### src/rtl/operand_hazard_gate.sv
// Decode-side consumer of the register-invalid scoreboard: stalls on operand hazards,
// picks regfile or writeback bypass per operand and issues into ID/EX with backpressure.
module operand_hazard_gate #(
    parameter int STALL_THRESH = 2,
    parameter int CNT_W        = 16,
    parameter int TIMEOUT      = 15
) (
    input  logic             clk,
    input  logic             reset,
    input  logic             flush_decode,
    input  logic             id_valid,
    input  logic             id_use_ra,
    input  logic             id_use_rb,
    input  logic [2:0]       id_ra_adr,
    input  logic [2:0]       id_rb_adr,
    input  logic [7:0][2:0]  register_invalid,
    input  logic             ex_ready,
    output logic             stall_decode,
    output logic             ex_valid,
    output logic [1:0]       ex_fwd_a,
    output logic [1:0]       ex_fwd_b,
    output logic [CNT_W-1:0] stall_count,
    output logic             hazard_timeout
);

    localparam logic [2:0] THRESH     = 3'(STALL_THRESH);
    localparam logic [7:0] TIMEOUT_M1 = 8'(TIMEOUT - 1);

    typedef enum logic [1:0] {
        RUN   = 2'd0,
        STALL = 2'd1,
        HOLD  = 2'd2
    } state_t;

    state_t     state;
    logic [7:0] run_cnt;

    logic [2:0] cnt_a;
    logic [2:0] cnt_b;
    logic       hz_a;
    logic       hz_b;
    logic       live;
    logic       hazard;
    logic       backpressure;
    logic       issue;
    logic [1:0] fwd_a_next;
    logic [1:0] fwd_b_next;

    assign cnt_a = register_invalid[id_ra_adr];
    assign cnt_b = register_invalid[id_rb_adr];

    // A count of exactly one means the producer is in writeback and can be bypassed.
    assign hz_a = id_use_ra && (cnt_a >= THRESH);
    assign hz_b = id_use_rb && (cnt_b >= THRESH);

    assign live         = id_valid && !flush_decode;
    assign hazard       = live && (hz_a || hz_b);
    assign backpressure = ex_valid && !ex_ready;
    assign stall_decode = live && (hazard || backpressure);
    assign issue        = live && !stall_decode;

    assign fwd_a_next = (id_use_ra && cnt_a == 3'd1) ? 2'b01 : 2'b00;
    assign fwd_b_next = (id_use_rb && cnt_b == 3'd1) ? 2'b01 : 2'b00;

    always_ff @(posedge clk) begin
        if (reset) begin
            ex_valid <= 1'b0;
            ex_fwd_a <= 2'b00;
            ex_fwd_b <= 2'b00;
        end else if (!backpressure) begin
            if (issue) begin
                ex_valid <= 1'b1;
                ex_fwd_a <= fwd_a_next;
                ex_fwd_b <= fwd_b_next;
            end else begin
                ex_valid <= 1'b0;
                ex_fwd_a <= 2'b00;
                ex_fwd_b <= 2'b00;
            end
        end
    end

    // Only true data-hazard cycles feed the perf counter and the stuck-stall watchdog.
    always_ff @(posedge clk) begin
        if (reset) begin
            stall_count    <= '0;
            run_cnt        <= 8'd0;
            hazard_timeout <= 1'b0;
        end else begin
            if (hazard && stall_count != '1) begin
                stall_count <= stall_count + 1'b1;
            end
            if (hazard) begin
                if (run_cnt != 8'hFF) begin
                    run_cnt <= run_cnt + 8'd1;
                end
                if (run_cnt == TIMEOUT_M1) begin
                    hazard_timeout <= 1'b1;
                end
            end else begin
                run_cnt <= 8'd0;
            end
        end
    end

    always_ff @(posedge clk) begin
        if (reset) begin
            state <= RUN;
        end else if (flush_decode) begin
            state <= RUN;
        end else begin
            case (state)
                RUN: begin
                    if (hazard)            state <= STALL;
                    else if (stall_decode) state <= HOLD;
                    else                   state <= RUN;
                end
                STALL: begin
                    if (issue || !id_valid) state <= RUN;
                    else if (hazard)        state <= STALL;
                    else                    state <= HOLD;
                end
                HOLD: begin
                    if (hazard)             state <= STALL;
                    else if (!stall_decode) state <= RUN;
                    else                    state <= HOLD;
                end
                default: state <= RUN;
            endcase
        end
    end

endmodule

### config.mk
export PLATFORM = sky130hd
export DESIGN_NAME = operand_hazard_gate
export DESIGN_NICKNAME = d
export VERILOG_FILES = /design/src/rtl/operand_hazard_gate.sv
export SDC_FILE = /design/constraint.sdc
export NUM_CORES = 1
export LEC_CHECK = 0
export CORE_MARGIN = 2
export CORE_UTILIZATION = 50
export CTS_BUF_LIST = sky130_fd_sc_hd__clkbuf_4 sky130_fd_sc_hd__clkbuf_8 sky130_fd_sc_hd__clkbuf_16
export DETAILED_ROUTE_END_ITERATION = 8
export DONT_BUFFER_PORTS = 1
export PLACE_DENSITY = 0.69
export SYNTH_ARGS = -nofsm -noshare
export SYNTH_HDL_FRONTEND = slang
export SYNTH_SLANG_ARGS = --single-unit
### constraint.sdc
create_clock -name clk -period 4.17 [get_ports clk]
set_input_delay 1.251 -clock clk [delete_from_list [all_inputs] [get_ports clk]]
set_output_delay 1.251 -clock clk [all_outputs]
set_load 0.005 [all_outputs]
==> reports/qor.csv <==
metric,value,unit
outcome,completed,
grt_max_degree,32,
switching_share,0.243,
routabilityCongestion,0.878,
ir_drop,0.126,mV
path_max_fanout,31,
drive_above_1_share,0.102,
die-area,3900,µm²
dp_hpwl,2.74,mm
syn_area_per_cell,8.45,µm²
final_common_cell,dfxtp_1,
cts_tree,done,
synth-seq-area-share,0.328,
crit_path_end_kind,output pin,
cts_sinks,28,
rows,21,
yosysWarnings,0,
viasPerCell,6.18,
die_w,62.4,µm
die_h,62.4,µm
drc,0,
design.portCount,60,
area_growth,2.86,%
nets,238,
gr-usage-all-layers,0.180,
grt_first_pass_wirelength,5.96,mm
arrival,2.76,ns
ant_nets,0,
cts.reportedPaths.clkPinSlew,0.15,ns
postSynthCellCount,202,
rsz0062_at_grt,no,
hp-class,reg2reg,
crit_path_start_kind,input port,
syn_area,1710,µm²
hold_viol_final,0,
cts_buffers,3,
design.core.area,3310,µm²
cp_data_required_time,2.92,ns
worstSetupPathType,in2out,
setup_slack,0.163,ns
worst_pin_slew,0.998,ns
p_sw,111,µW
seqPwrFrac,0.596,
fin_crit,4.01,ns
skew,0.00161,ns
netlist-cell-type-count,36,
setup_viol,0,
combPwrFrac,0.109,
max_freq,0.250,GHz
cts_resized,0,
tns,0,ns
fin_util,0.530,
clockBufferDepth,2,
first_pass_iters,4,
layout_common_cells,"dfxtp_1 (28), nor2_1 (25), nand2_1 (16), a21oi_1 (16), nand4_1 (11)",
overflow,0,
power_frac_clock,0.294,
ctsRootBufferMaster,clkbuf_4,
drt_iter0_markers,80,
start_util,0.515,
power.density,260,nW/µm²
route.vias.total,1501,
ctsHoldBuffers,0,
clk_latency,0.32,ns
drv_cap,0,
drv_slew,0,
leakage,0.000563,µW
wl_per_cell,14.7,µm
h-tree-depth,1,
relSlewSlack,0.334,
cts_setup_buffers,0,
port_buffers,0,
fin_crit_sh,0.961,
ys_seq_elements,28,
dp_slack,0.162,ns
cell_internal_pwr,345,µW
antenna_found_initial,0,
grt_pass1_vias,1419,
num_antenna_cells,0,
totalWireLength,3.58,mm
power by group through the flow:
stage                     clock network, µW  registers [µW]  logic [µW]
after detailed placement                  0             278        49.7
after floorplan                           0             277        49.3
final                                   134             272        49.8
after global placement                    0             278        48.0
after global routing                    143             272        55.2
after CTS                               136             272        49.8
worst paths after layout:
kind | start | end | slack, ns | cells after the start
min reg2reg | ex_fwd_a[0] | ex_fwd_a[0] | 0.49 | 2
max | register_invalid[17] | stall_decode | 0.16 | 5
max reg2reg | stall_count[4] | stall_count[5] | 2.02 | 6
min | ex_fwd_a[0] | ex_fwd_a[0] | 0.49 | 2
per-stage QoR:
step	instance area (µm²)	instances	power (µW)	hold WS [ns]
after floorplan	1710	203	326	0.453
after global placement	1720	239	326	0.465
after detailed placement	1720	239	327	0.469
after CTS	1760	243	458	0.489
after global routing	1760	243	470	0.508
final	1760	243	456	0.488
kinds of logic (layout without fill, tap and decap cells):
logic type,count (synthesis),count (layout),share of synthesized area
buffers and inverters,15,9,0.0418
DFF,28,28,0.328
other,1,2,0.00220
AOI/OAI and AO/OA,36,36,0.133
muxes,12,12,0.136
and+or+nand+nor,103,103,0.316
xor gates and xnor gates,4,4,0.0205
adders and majority gates,3,3,0.0220
routing by layer:
layer  vias to the layer above  routed length [µm]  track usage
met3                         2                 169       0.0378
li1                        747                   -            -
met1                       718                1490        0.199
met2                        34                1890        0.344
met4                         0                  23       0.0500
met5                         -                   0            0
layout make-up:
| class | count | area (µm²) |
|---|---|---|
| fillers | 331 | 1560 |
| multi-input cells | 160 | 1080 |
| well taps | 46 | 57.6 |
| clock buffers | 4 | 36.3 |
| flip-flops and latches | 28 | 561 |
| inverters | 4 | 15.0 |
| repair buffers | 1 | 7.51 |
Yosys cell counts:
cell type,n,area share
o22ai_2,2,0.015
nor3_1,7,0.021
xnor2_1,2,0.010
buf_6,1,0.0066
nand3_1,9,0.026
or4_1,9,0.040
a211oi_1,1,0.0044
and2_1,1,0.0037
nor2_2,1,0.0037
nand3b_1,1,0.0044
o31ai_1,8,0.035
nor2b_1,7,0.026
a31oi_1,2,0.0073
nor4_1,1,0.0037
o22ai_1,2,0.0073
xor2_1,2,0.010
conb_1,1,0.0022
or3_1,3,0.011
dfxtp_1,28,0.33
and4_1,2,0.010
mux4_1,2,0.031
or2_2,2,0.0073
nand4_1,11,0.040
mux4_2,6,0.079
o41ai_1,1,0.0051
nand2_1,16,0.035
mux2_2,4,0.026
and3_1,4,0.015
nor2_1,25,0.055
o21ai_0,4,0.012
nand2b_1,4,0.015
buf_4,2,0.0088
clkbuf_1,8,0.018
ha_1,3,0.022
a21oi_1,16,0.047
inv_1,4,0.0088
worst max-delay path: stages:
cell,delay [ns]
nor2_1,0.14
mux4_1,0.30
o22ai_2,0.09
nor2_2,0.76
a21oi_1,0.22
flip-flops by register name, indices dropped and copies added (netlist names):
name	count
stall_count	16
run_cnt	8
ex_fwd_a	1
ex_fwd_b	1
ex_valid	1
hazard_timeout	1
(Power assumes the default switching activity.)
